[src/rtl/approx_add_sched_pkg.sv]
// Shared types and constants for the approximate-adder sequencing controller.
package approx_add_sched_pkg;

    localparam int unsigned DATA_W = 16;
    localparam int unsigned LVL_W  = 2;
    localparam int unsigned MASK_W = 3;

    typedef enum logic [1:0] {
        IDLE,
        CALC,
        DONE
    } state_t;

    // Index by accuracy level; a set bit makes that lower nibble exact.
    localparam logic [3:0][MASK_W-1:0] LEVEL_MASK = {3'b111, 3'b110, 3'b100, 3'b000};

    function automatic logic [MASK_W-1:0] level_to_mask(input logic [LVL_W-1:0] lvl);
        return LEVEL_MASK[lvl];
    endfunction

endpackage

[src/rtl/approx_add_sched_adder.sv]
// 16-bit low-power approximate adder. The top nibble is always exact; each
// lower nibble is exact when its mask bit is set, otherwise it is the OR of
// the operand nibbles and passes no carry upward.
module approx_add_sched_adder
    import approx_add_sched_pkg::*;
(
    input  logic [DATA_W-1:0] in1,
    input  logic [DATA_W-1:0] in2,
    input  logic [MASK_W-1:0] mask,
    output logic [DATA_W-1:0] out
);

    logic [4:0] nib;
    logic       carry;

    // Ripple nibble by nibble, breaking the carry chain at approximate nibbles.
    always_comb begin
        out   = '0;
        nib   = '0;
        carry = 1'b0;
        for (int unsigned i = 0; i < MASK_W; i++) begin
            if (mask[i]) begin
                nib = {1'b0, in1[4*i +: 4]} + {1'b0, in2[4*i +: 4]} + {4'b0, carry};
                out[4*i +: 4] = nib[3:0];
                carry         = nib[4];
            end else begin
                out[4*i +: 4] = in1[4*i +: 4] | in2[4*i +: 4];
                carry         = 1'b0;
            end
        end
        nib = {1'b0, in1[DATA_W-1 -: 4]} + {1'b0, in2[DATA_W-1 -: 4]} + {4'b0, carry};
        out[DATA_W-1 -: 4] = nib[3:0];
    end

endmodule

[src/rtl/approx_add_sched.sv]
// Sequencing controller for the 16-bit approximate adder: one operation in
// flight, IDLE -> CALC -> DONE. Optional error monitor that raises/lowers the
// accuracy floor per window is enabled with macro ERR_MON_EN.
module approx_add_sched
    import approx_add_sched_pkg::*;
#(
    parameter int unsigned ERR_THRESH = 4,
    parameter int unsigned WIN_LEN    = 16
) (
    input  logic              clk,
    input  logic              rst,
    input  logic              in_valid,
    output logic              in_ready,
    input  logic [DATA_W-1:0] in1,
    input  logic [DATA_W-1:0] in2,
    input  logic [LVL_W-1:0]  level,
    output logic              out_valid,
    input  logic              out_ready,
    output logic [DATA_W-1:0] sum,
    output logic [LVL_W-1:0]  sum_level,
    output logic [LVL_W-1:0]  floor_level
);

    if ((WIN_LEN < 2) || ((WIN_LEN & (WIN_LEN - 1)) != 0) || (ERR_THRESH < 1)) begin : g_cfg_check
        $error("approx_add_sched: WIN_LEN must be a power of two >= 2 and ERR_THRESH >= 1");
    end

    state_t            state_q, state_d;
    logic              accept;
    logic [DATA_W-1:0] a_q, b_q, approx_sum, sum_q;
    logic [LVL_W-1:0]  lvl_q, sum_level_q, eff_level;

    assign accept = in_valid && in_ready;

    approx_add_sched_adder u_adder (
        .in1  (a_q),
        .in2  (b_q),
        .mask (level_to_mask(lvl_q)),
        .out  (approx_sum)
    );

    // State register.
    always_ff @(posedge clk or posedge rst) begin
        if (rst) state_q <= IDLE;
        else     state_q <= state_d;
    end

    // Next-state and handshake outputs.
    always_comb begin
        state_d   = state_q;
        in_ready  = 1'b0;
        out_valid = 1'b0;
        case (state_q)
            IDLE: begin
                in_ready = !rst;
                if (in_valid && !rst) state_d = CALC;
            end
            CALC: state_d = DONE;
            DONE: begin
                out_valid = 1'b1;
                if (out_ready) state_d = IDLE;
            end
            default: state_d = IDLE;
        endcase
    end

    // Operand capture at accept, result capture on the CALC->DONE edge.
    always_ff @(posedge clk or posedge rst) begin
        if (rst) begin
            a_q         <= '0;
            b_q         <= '0;
            lvl_q       <= '0;
            sum_q       <= '0;
            sum_level_q <= '0;
        end else begin
            if (accept) begin
                a_q   <= in1;
                b_q   <= in2;
                lvl_q <= eff_level;
            end
            if (state_q == CALC) begin
                sum_q       <= approx_sum;
                sum_level_q <= lvl_q;
            end
        end
    end

    assign sum       = sum_q;
    assign sum_level = sum_level_q;

`ifdef ERR_MON_EN
    localparam int unsigned OCW = $clog2(WIN_LEN);
    localparam int unsigned MCW = $clog2(WIN_LEN + 1);

    logic [DATA_W-1:0] exact_sum;
    logic              mismatch;
    logic              win_end;
    logic [OCW-1:0]    op_cnt_q;
    logic [MCW-1:0]    mis_cnt_q, mis_total;
    logic [LVL_W-1:0]  floor_q;

    assign exact_sum = a_q + b_q;
    assign mismatch  = (exact_sum != approx_sum);
    // Window decision includes the operation completing on this edge.
    assign mis_total = (mismatch && (mis_cnt_q != '1)) ? mis_cnt_q + 1'b1 : mis_cnt_q;
    assign win_end   = (op_cnt_q == OCW'(WIN_LEN - 1));

    // Window counters and accuracy floor, advanced once per completed operation.
    always_ff @(posedge clk or posedge rst) begin
        if (rst) begin
            op_cnt_q  <= '0;
            mis_cnt_q <= '0;
            floor_q   <= '0;
        end else if (state_q == CALC) begin
            if (win_end) begin
                op_cnt_q  <= '0;
                mis_cnt_q <= '0;
                if (32'(mis_total) >= ERR_THRESH) begin
                    if (floor_q != '1) floor_q <= floor_q + 1'b1;
                end else if (mis_total == '0) begin
                    if (floor_q != '0) floor_q <= floor_q - 1'b1;
                end
            end else begin
                op_cnt_q  <= op_cnt_q + 1'b1;
                mis_cnt_q <= mis_total;
            end
        end
    end

    assign floor_level = floor_q;
    assign eff_level   = (level > floor_q) ? level : floor_q;
`else
    assign floor_level = '0;
    assign eff_level   = level;
`endif

endmodule
[config.mk]
export PLATFORM = sky130hd
export DESIGN_NAME = approx_add_sched
export DESIGN_NICKNAME = d
export VERILOG_FILES = /design/src/rtl/approx_add_sched_pkg.sv /design/src/rtl/approx_add_sched_adder.sv /design/src/rtl/approx_add_sched.sv
export SDC_FILE = /design/constraint.sdc
export NUM_CORES = 1
export LEC_CHECK = 0
export ABC_AREA = 1
export BUFFER_PORTS_ARGS = -buffer_cell sky130_fd_sc_hd__buf_2
export CAP_MARGIN = 5
export CORE_MARGIN = 3
export CORE_UTILIZATION = 45
export DETAILED_ROUTE_END_ITERATION = 10
export PLACE_DENSITY = 0.66
export SETUP_SLACK_MARGIN = 0.4
export SLEW_MARGIN = 20
export SYNTH_ARGS = -nofsm -noshare
export SYNTH_HDL_FRONTEND = slang
export SYNTH_HIERARCHICAL = 1
export SYNTH_SLANG_ARGS = --single-unit
[constraint.sdc]
create_clock -name clk -period 12.29 [get_ports clk]
set_input_delay 2.458 -clock clk [delete_from_list [all_inputs] [get_ports clk]]
set_output_delay 2.458 -clock clk [all_outputs]
set_load 0.005 [all_outputs]
==> qor.txt, run 1 <==
critical path class - in2out
clock root cell - clkbuf_8
ys async rst share - 100.0%
worst setup slack after layout - 7.040 ns
syn avg cell area - 8.340 µm²
number of synthesized flops with an enable pin - 0
DRT Pass-1 Iters - 4
vias in the first global route - 2150
register area share after synthesis - 42.98%
Area contributors post-synth - dfrtp_1 (43%), nand2_1 (16%), ha_1 (9.6%)
commonest non-fill, non-tap cells in the layout - nand2_1 (131), nand3_1 (59), buf_2 (57), dfrtp_1 (54), inv_1 (42)
CP bufs+invs - 2
worst min path class - reg2reg
min cycle time layout - 5.250 ns
max_slew headroom - 50.21%
nets - 493
core area - 0.006568 mm²
Die Area - 0.008026 mm²
CTS resizes - 0
outcome - finished, final reports clean
vias - 2365
PortBufs - 57
Worst-Margin Slew - 0.7451 ns
antenna violations before repair - 0
PwrDens - 174.5 mW/mm²
Top FF cell, synth - dfrtp_1
Max Slew Vio Count - 0
HPWL Detailed - 4504 µm
diode count - 0
final hold viol count - 0
Iteration-0 DRC Markers - 131
# rows - 29
clk slew on worst S/H paths - 0.10 ns
latest clock arrival within the worst-skew pair - 0.32 ns
Critical Path Fanout Max - 3
Startpoint Class - input pin
CTS tree - done
DIE HEIGHT - 89.59 µm
post-synth top area cell - dfrtp_1
post-route clock period utilization - 42.72%
Distinct cells, synth - 25
Hold-fix buffers, CTS - 0
YS warnings - 6
global-route usage over all layers - 16.56%
CTS Sinks - 54
top-area cell type share of the netlist area - 42.98%
peak supply drop - 75.35 µV
Starting Density - 47.88%
share of layout cells above drive strength 1 - 16.94%
Detail Route Antenna Nets - 0
crit end category - output port
mapped cell area - 0.003144 mm²
commonest non-fill, non-tap cell in the layout - nand2_1
number of CTS-inserted buffers - 5
RSZ-0062 raised after global routing - no
RePlAce Congestion - 0.7863
setup bufs post-CTS - 0
pin count of the biggest net entering global routing - 55
Final setup violation count - 0
Yosys reg bits - 54
synthesized instance count - 377
Peak Freq - 190.5 MHz
Max Root-Sink Buffers - 2
synth-to-layout area growth - 11.26%
first-pass GRT wire length - 10390 µm
Die X - 89.59 µm
Post-route DRC - 0
I/O pin count - 60
worst path required time - 9.83 ns
Clock Skews - 0.01277 ns
Overall Power - 0.6104 mW
htree depth - 2
crit-path leading delay family - buffers and inverters
crit-path cells - buf_2, nor2_1, buf_2
wire per inst - 11.67 µm
maxcap violations - 0
worst slack, placed - 7.036 ns
vias per inst - 4.566
max incr delay on CP - 0.13 ns
grt ovf - 0
Setup TNS - 0 ns
LEAKAGE - 1.999 nW
Most Frequent Cell on Critical Path - buf_2
routed wire length - 6045 µm
CP arrival - 2.79 ns
Crit-path slowest cell - buf_2
[final cells by class]
cell class / count / area, µm²
flip-flops and latches: 54 / 1351
clock buffers: 5 / 68.82
inverters: 44 / 165.2
repair buffers: 58 / 292.8
fillers: 647 / 3069
multi-input cells: 261 / 1478
clock inverters: 3 / 26.28
well taps: 93 / 116.4
[worst paths after layout]
kind	startpoint	endpoint	slack, ns	cells after the start
setup / recovery	rst	in_ready	7.04	3
hold / removal	sum[11]	sum[11]	0.47	2
setup reg to reg	a_q[0]	sum[14]	7.55	21
hold reg to reg	sum[11]	sum[11]	0.47	2
max in group asynchronous	rst	sum[7]	9.49	3
min in group asynchronous	rst	lvl_q[0]	2.35	3
[report_power, final]
group          internal (mW)  total (mW)  switching, mW  leakage [nW]
clock                 0.0425       0.106         0.0634        0.0495
sequential             0.233       0.279         0.0458         0.674
combinational         0.0993       0.226          0.126          1.28
total                  0.375       0.610          0.236          2.00
[routing by layer]
layer | vias up | share of wire (%) | global-route usage [%]
met5 | - | 0 | 0
met3 | 6 | 4.7 | 2.737
li1 | 1268 | - | -
met2 | 56 | 40 | 22.41
met1 | 1035 | 54 | 26.90
met4 | 0 | 1.2 | 4.871
[cell usage after synthesis (2+ instances only)]
cell,number
a21oi_1,5
buf_6,6
dfrtp_1,54
xnor2_1,2
o21a_1,2
buf_4,5
nand3_1,59
nor2_1,6
inv_1,43
nand2_4,2
fa_1,7
o22ai_1,3
o21ai_0,3
buf_2,7
or2_1,4
ha_1,24
nand2_1,131
o21ai_1,7
[worst register-to-register path, cell delays in order (launching register included)]
cell	delay (ns)
dfrtp_1	0.42
ha_1	0.24
fa_1	0.40
nand2_1	0.09
a21oi_1	0.08
o21a_1	0.19
fa_1	0.40
fa_1	0.42
nand2_1	0.10
a21oi_1	0.07
o21a_1	0.18
fa_1	0.40
fa_1	0.40
nand2_1	0.09
a21oi_1	0.06
o21ai_1	0.16
fa_1	0.19
inv_1	0.07
fa_1	0.38
xor2_1	0.15
nand3_1	0.08
nand2_1	0.06
[per-stage QoR]
stage	utilization, %	area, µm²	hold slack [ns]	cells
final	53.27	3498	0.4727	518
after global routing	53.27	3498	0.4919	518
after CTS	53.27	3498	0.4782	518
after detailed placement	51.82	3403	0.4534	510
after global placement	51.82	3403	0.4519	510
after floorplan	-	3148	0.4419	378
[cells by family after synthesis]
family	count (synthesis)	share of synthesized area, %
AOI/OAI and AO/OA	20	3.462
xor gates and xnor gates	3	0.8358
adders and majority gates	31	14.01
buffers and inverters	63	10.15
DFF	54	42.98
other	1	0.1193
and+or+nand+nor	205	28.45
[flip-flops by register name (all words and copies together), names as in the netlist]
register / flops
state_q: 2
lvl_q: 2
a_q: 16
b_q: 16
sum_level: 2
sum: 16
No activity file was read; power rests on OpenSTA's default activity.
==> inputs of run 2 (changes only) <==
clock period = 5.3 ns   (was 12.29 ns; I/O delays follow)
==> run 2 against run 1 <==
Final cell count down 0.39%. Clock skew down 0.0097 ns. Via count up 1.4%. Largest cell class unchanged. Power up 140%. Non-clock buffer count down 1. Die area unchanged. Hold slack better by 0.0022 ns. Flip-flop and latch count unchanged.
==> qor.txt, run 2 (same netlist as run 1, synthesis figures left out) <==
outcome - finished, final reports clean (unchanged)
first-pass GRT wire length - 10460 µm (was 10390 µm)
Iteration-0 DRC Markers - 114 (was 131)
final hold viol count - 0 (unchanged)
DIE HEIGHT - 89.59 µm (unchanged)
commonest non-fill, non-tap cell in the layout - nand2_1 (unchanged)
CTS Sinks - 54 (unchanged)
pin count of the biggest net entering global routing - 55 (unchanged)
Hold-fix buffers, CTS - 0 (unchanged)
diode count - 0 (unchanged)
Detail Route Antenna Nets - 0 (unchanged)
min cycle time layout - 4.586 ns
share of layout cells above drive strength 1 - 16.78% (was 16.94%)
peak supply drop - 190.4 µV (was 75.35 µV)
vias - 2398 (was 2365)
antenna violations before repair - 0 (unchanged)
clk slew on worst S/H paths - 0.09 ns (was 0.10 ns)
max_slew headroom - 51.64% (was 50.21%)
Die Area - 0.008026 mm² (unchanged)
Die X - 89.59 µm (unchanged)
Setup TNS - 0 ns (unchanged)
Final Util - 53.50% (was 53.27%)
# placed instances - 509 (was 510)
PortBufs - 57 (unchanged)
vias per inst - 4.647 (was 4.566)
RePlAce Congestion - 0.8537 (was 0.7863)
LEAKAGE - 2.001 nW (was 1.999 nW)
# rows - 29 (unchanged)
htree depth - 2 (unchanged)
I/O pin count - 60 (unchanged)
worst path required time - 5.50 ns (was 9.83 ns)
Starting Density - 47.88% (unchanged)
wire per inst - 11.60 µm (was 11.67 µm)
latest clock arrival within the worst-skew pair - 0.30 ns (was 0.32 ns)
Peak Freq - 218.1 MHz
Startpoint Class - register (was input pin)
CTS tree - done (unchanged)
Final setup violation count - 0 (unchanged)
number of CTS-inserted buffers - 5 (unchanged)
Max Slew Vio Count - 0 (unchanged)
grt ovf - 0 (unchanged)
nets - 492 (was 493)
PwrDens - 412.6 mW/mm² (was 174.5 mW/mm²)
Max Root-Sink Buffers - 2 (unchanged)
routed wire length - 5985 µm (was 6045 µm)
DRT Pass-1 Iters - 4 (unchanged)
CP arrival - 4.79 ns (was 2.79 ns)
Clock Skews - 0.003121 ns (was 0.01277 ns)
global-route usage over all layers - 16.70% (was 16.56%)
commonest non-fill, non-tap cells in the layout - nand2_1 (131), nand3_1 (59), buf_2 (57), dfrtp_1 (54), inv_1 (42) (unchanged)
HPWL Detailed - 4464 µm (was 4504 µm)
Worst-Margin Slew - 0.7255 ns (was 0.7451 ns)
CTS resizes - 0 (unchanged)
Critical Path Fanout Max - 3 (unchanged)
Final Instance Count excl. Fillers - 516 (was 518)
worst min path class - reg2reg (unchanged)
critical path class - reg2reg (was in2out)
clock root cell - clkbuf_8 (unchanged)
vias in the first global route - 2279 (was 2150)
core area - 0.006568 mm² (unchanged)
setup bufs post-CTS - 0 (unchanged)
synth-to-layout area growth - 11.74% (was 11.26%)
RSZ-0062 raised after global routing - no (unchanged)
crit end category - register (was output port)
Post-route DRC - 0 (unchanged)
maxcap violations - 0 (unchanged)
post-route clock period utilization - 86.53%
## run 2: changes by cell type in the layout (fill, tap and decap cells not counted), sizes merged
cell,previous run,this run
inv,47,44
buf,58,57
bufinv,0,1
clkbuf,5,6
## run 2: worst max-delay path: stages (launching register included)
cell,delay [ns]
dfrtp_1,0.41
ha_1,0.23
fa_1,0.39
nand2_1,0.09
a21oi_1,0.07
o21a_1,0.18
fa_1,0.40
fa_1,0.40
nand2_1,0.10
a21oi_1,0.07
o21a_1,0.18
fa_1,0.40
fa_2,0.36
nand2_1,0.09
a21oi_1,0.07
o21ai_1,0.15
fa_1,0.18
inv_1,0.06
fa_1,0.37
xor2_1,0.15
nand3_1,0.08
nand2_1,0.06
## run 2: power by group
part           leakage (nW)  internal, mW  total (mW)  switching (mW)
logic                  1.27         0.230       0.523           0.293
clock network        0.0573         0.151       0.281           0.130
registers             0.674         0.541       0.645           0.104
total                  2.00         0.922        1.45           0.527
## run 2: per-layer routing
metal  track usage (%)  up-vias  wire [µm]
li1                  -     1263          -
met1             26.03     1078       3169
met2             23.34       52       2440
met4             5.548        0         83
met5                 0        -          0
met3             2.920        5        292
## run 2: layout make-up
| cell class | count | area [µm²] |
|---|---|---|
| Clock buffer | 6 | 82.58 |
| Inverter | 44 | 167.7 |
| Fill cell | 650 | 3054 |
| Clock inverter | 1 | 30.03 |
| Multi-Input combinational cell | 261 | 1480 |
| Tap cell | 93 | 116.4 |
| Sequential cell | 54 | 1351 |
| Timing Repair Buffer | 57 | 285.3 |
## run 2: path summary, 6_finish.rpt
| path | endpoint | cells past startpoint | start | slack, ns |
|---|---|---|---|---|
| max in group asynchronous | sum[5] | 2 | rst | 3.98 |
| max reg2reg | sum[14] | 21 | a_q[0] | 0.71 |
| min reg2reg | sum[5] | 2 | sum[5] | 0.47 |
| min in group asynchronous | lvl_q[1] | 2 | rst | 0.89 |
| max | sum[14] | 21 | a_q[0] | 0.71 |
| min | sum[5] | 2 | sum[5] | 0.47 |
## run 2: stage by stage
step | power, mW | setup WS (ns) | cell area [µm²] | hold slack [ns]
2_1_floorplan | 1.026 | 0.9486 | 3148 | 0.4419
3_3_place_gp | 1.164 | 0.7788 | 3396 | 0.4532
3_5_place_dp | 1.184 | 0.6860 | 3398 | 0.4557
4_1_cts | 1.467 | 0.6640 | 3511 | 0.4786
5_1_grt | 1.599 | 0.4151 | 3513 | 0.4989
6_report | 1.450 | 0.7142 | 3513 | 0.4749
==> inputs of run 3 (changes only) <==
HOLD_SLACK_MARGIN = 0.02   (was not set)
clock period = 5 ns   (was 5.3 ns; I/O delays follow)
==> run 3 against run 2 <==
Non-clock buffer count rose by 2. Register-to-register slack got worse by 0.13 ns. Setup slack got worse by 0.13 ns. Critical path depth did not move.
==> qor.txt, run 3 (same netlist as run 1, synthesis figures left out) <==
core area - 0.006568 mm² (unchanged)
critical path class - reg2reg (unchanged)
global-route met1 utilization - 25.56% (was 26.03%)
Worst-Margin Slew - 0.7282 ns (was 0.7255 ns)
vias in the first global route - 2360 (was 2279)
design area - 0.003543 mm² (was 0.003513 mm²)
number of CTS-inserted buffers - 5 (unchanged)
launching point of the worst reg2reg path - a_q[0] (unchanged)
Die Area - 0.008026 mm² (unchanged)
cell depth of the worst setup path - 21 (unchanged)
max incr delay on CP - 0.41 ns (about the same)
Max Root-Sink Buffers - 2 (unchanged)
Max Slew Vio Count - 0 (unchanged)
CTS Sinks - 54 (unchanged)
RePlAce Congestion - 0.8532 (was 0.8537)
LEAKAGE - 2.003 nW (was 2.001 nW)
PwrDens - 437.2 mW/mm² (was 412.6 mW/mm²)
latest clock arrival within the worst-skew pair - 0.30 ns (about the same)
post-route clock period utilization - 88.35% (was 86.53%)
vias per inst - 4.693 (was 4.647)
Worst R2R End - sum[14] (unchanged)
htree depth - 2 (unchanged)
M2 GR Usage - 24.73% (was 23.34%)
outcome - finished, final reports clean (unchanged)
commonest non-fill, non-tap cells in the layout - nand2_1 (131), nand3_1 (59), buf_2 (57), dfrtp_1 (54), inv_1 (42) (unchanged)
DP Area - 0.003406 mm² (was 0.003398 mm²)
Detail Route Antenna Nets - 0 (unchanged)
Most Frequent Cell on Critical Path - fa_2 (was fa_1)
routed wire length - 6069 µm (was 5985 µm)
Starting Density - 47.88% (unchanged)
vias - 2431 (was 2398)
diode count - 0 (unchanged)
# rows - 29 (unchanged)
pin count of the biggest net entering global routing - 55 (unchanged)
Hold-fix buffers, CTS - 0 (unchanged)
crit-path cells - ha_2, fa_2, nand2_1, a21oi_1, o21a_1, fa_2, fa_2, nand2_1, a21oi_1, o21a_1, fa_2, fa_2, nand2_1, a21oi_1, o21ai_1, fa_2, inv_1, fa_1, xor2_1, nand3_1, nand2_1 (was ha_1, fa_1, nand2_1, a21oi_1, o21a_1, fa_1, fa_1, nand2_1, a21oi_1, o21a_1, fa_1, fa_2, nand2_1, a21oi_1, o21ai_1, fa_1, inv_1, fa_1, xor2_1, nand3_1, nand2_1)
I/O pin count - 60 (unchanged)
antenna violations before repair - 0 (unchanged)
nets - 494 (was 492)
Worst Setup SP - a_q[0] (unchanged)
Peak Freq - 226.4 MHz (was 218.1 MHz)
Die X - 89.59 µm (unchanged)
CTS tree - done (unchanged)
Top Usage Layer GRT - met1 (unchanged)
commonest non-fill, non-tap cell in the layout - nand2_1 (unchanged)
Critical Path Fanout Max - 3 (unchanged)
Worst Reg-to-Reg Cells - 21 (unchanged)
final hold slack - 0.4718 ns (was 0.4749 ns)
first-pass GRT wire length - 10620 µm (was 10460 µm)
RSZ-0062 raised after global routing - yes (was no)
worst min path class - reg2reg (unchanged)
DIE HEIGHT - 89.59 µm (unchanged)
CP arrival - 4.61 ns (was 4.79 ns)
maxcap violations - 0 (unchanged)
CP bufs+invs - 1 (unchanged)
global-route usage over all layers - 17.04% (was 16.70%)
grt ovf - 0 (unchanged)
share of layout cells above drive strength 1 - 18.59% (was 16.78%)
clock root cell - clkbuf_8 (unchanged)
Setup TNS - 0 ns (unchanged)
Clock Skews - 0.004891 ns (was 0.003121 ns)
clk slew on worst S/H paths - 0.09 ns (about the same)
HPWL Detailed - 4552 µm (was 4464 µm)
crit end category - register (unchanged)
crit-path leading delay family - adder cells (unchanged)
min cycle time layout - 4.418 ns (was 4.586 ns)
max_slew headroom - 51.45% (was 51.64%)
Post-route DRC - 0 (unchanged)
synth-to-layout area growth - 12.69% (was 11.74%)
# placed instances - 510 (was 509)
Iteration-0 DRC Markers - 140 (was 114)
Startpoint Class - register (unchanged)
final hold viol count - 0 (unchanged)
peak supply drop - 163.1 µV (was 190.4 µV)
PortBufs - 57 (unchanged)
Final Instance Count excl. Fillers - 518 (was 516)
FF-to-FF setup slack - 0.58 ns (was 0.71 ns)
DRT Pass-1 Iters - 4 (unchanged)
worst path required time - 5.20 ns (was 5.50 ns)
crit path to - sum[14] (unchanged)
met3 Use GR - 3.193% (was 2.920%)
Crit-path slowest cell - dfrtp_1 (unchanged)
wire per inst - 11.72 µm (was 11.60 µm)
Final setup violation count - 0 (unchanged)
==> run 3: worst min-delay path: stages (launching register included) <==
cell and delay [ns]:
dfrtp_1 0.35, nand2_1 0.05, nand2_1 0.05
==> run 3: cell type report <==
type                            count  area [µm²]
Tap cell                           93       116.4
Sequential cell                    54        1351
Clock inverter                      1       30.03
Timing Repair Buffer               59       300.3
Clock buffer                        6       82.58
Multi-Input combinational cell    261        1495
Inverter                           44       167.7
Fill cell                         645        3024
==> run 3: per-stage QoR <==
stage | total power [mW] | utilization [%] | worst slack (ns)
global placement | 1.237 | 51.82 | 0.4787
CTS | 1.566 | 53.65 | 0.4482
floorplan | 1.087 | - | 0.6486
global route | 1.701 | 53.95 | 0.3482
finish | 1.549 | 53.95 | 0.5823
detailed placement | 1.261 | 51.86 | 0.3633
==> run 3: worst min path at each step <==
stage | start | to | slack (ns) | cells after the start
floorplan | a_q[12] | a_q[12] | 0.44 | 2
global placement | sum[11] | sum[11] | 0.45 | 2
detailed placement | sum[6] | sum[6] | 0.46 | 2
CTS | sum[6] | sum[6] | 0.48 | 2
global route | sum[8] | sum[8] | 0.50 | 2
finish | sum[7] | sum[7] | 0.47 | 2
==> run 3: what timing repair did <==
item | 4_1_cts | 5_1_grt
pin swaps | 0 | 1
setup endpoints to repair | 1 | 3
buffers inserted | 0 | 1
resized for setup | 2 | 5
==> run 3: where the power goes <==
group	switching [mW]	internal, mW
clock network	0.135	0.160
logic	0.324	0.252
registers	0.104	0.573
total	0.564	0.986
==> run 3: routing by layer <==
layer  up-vias  routed length (µm)
li1       1262                   -
met1      1098                3110
met2        69                2539
met3         2                 364
met4         0                  54
met5         -                   0
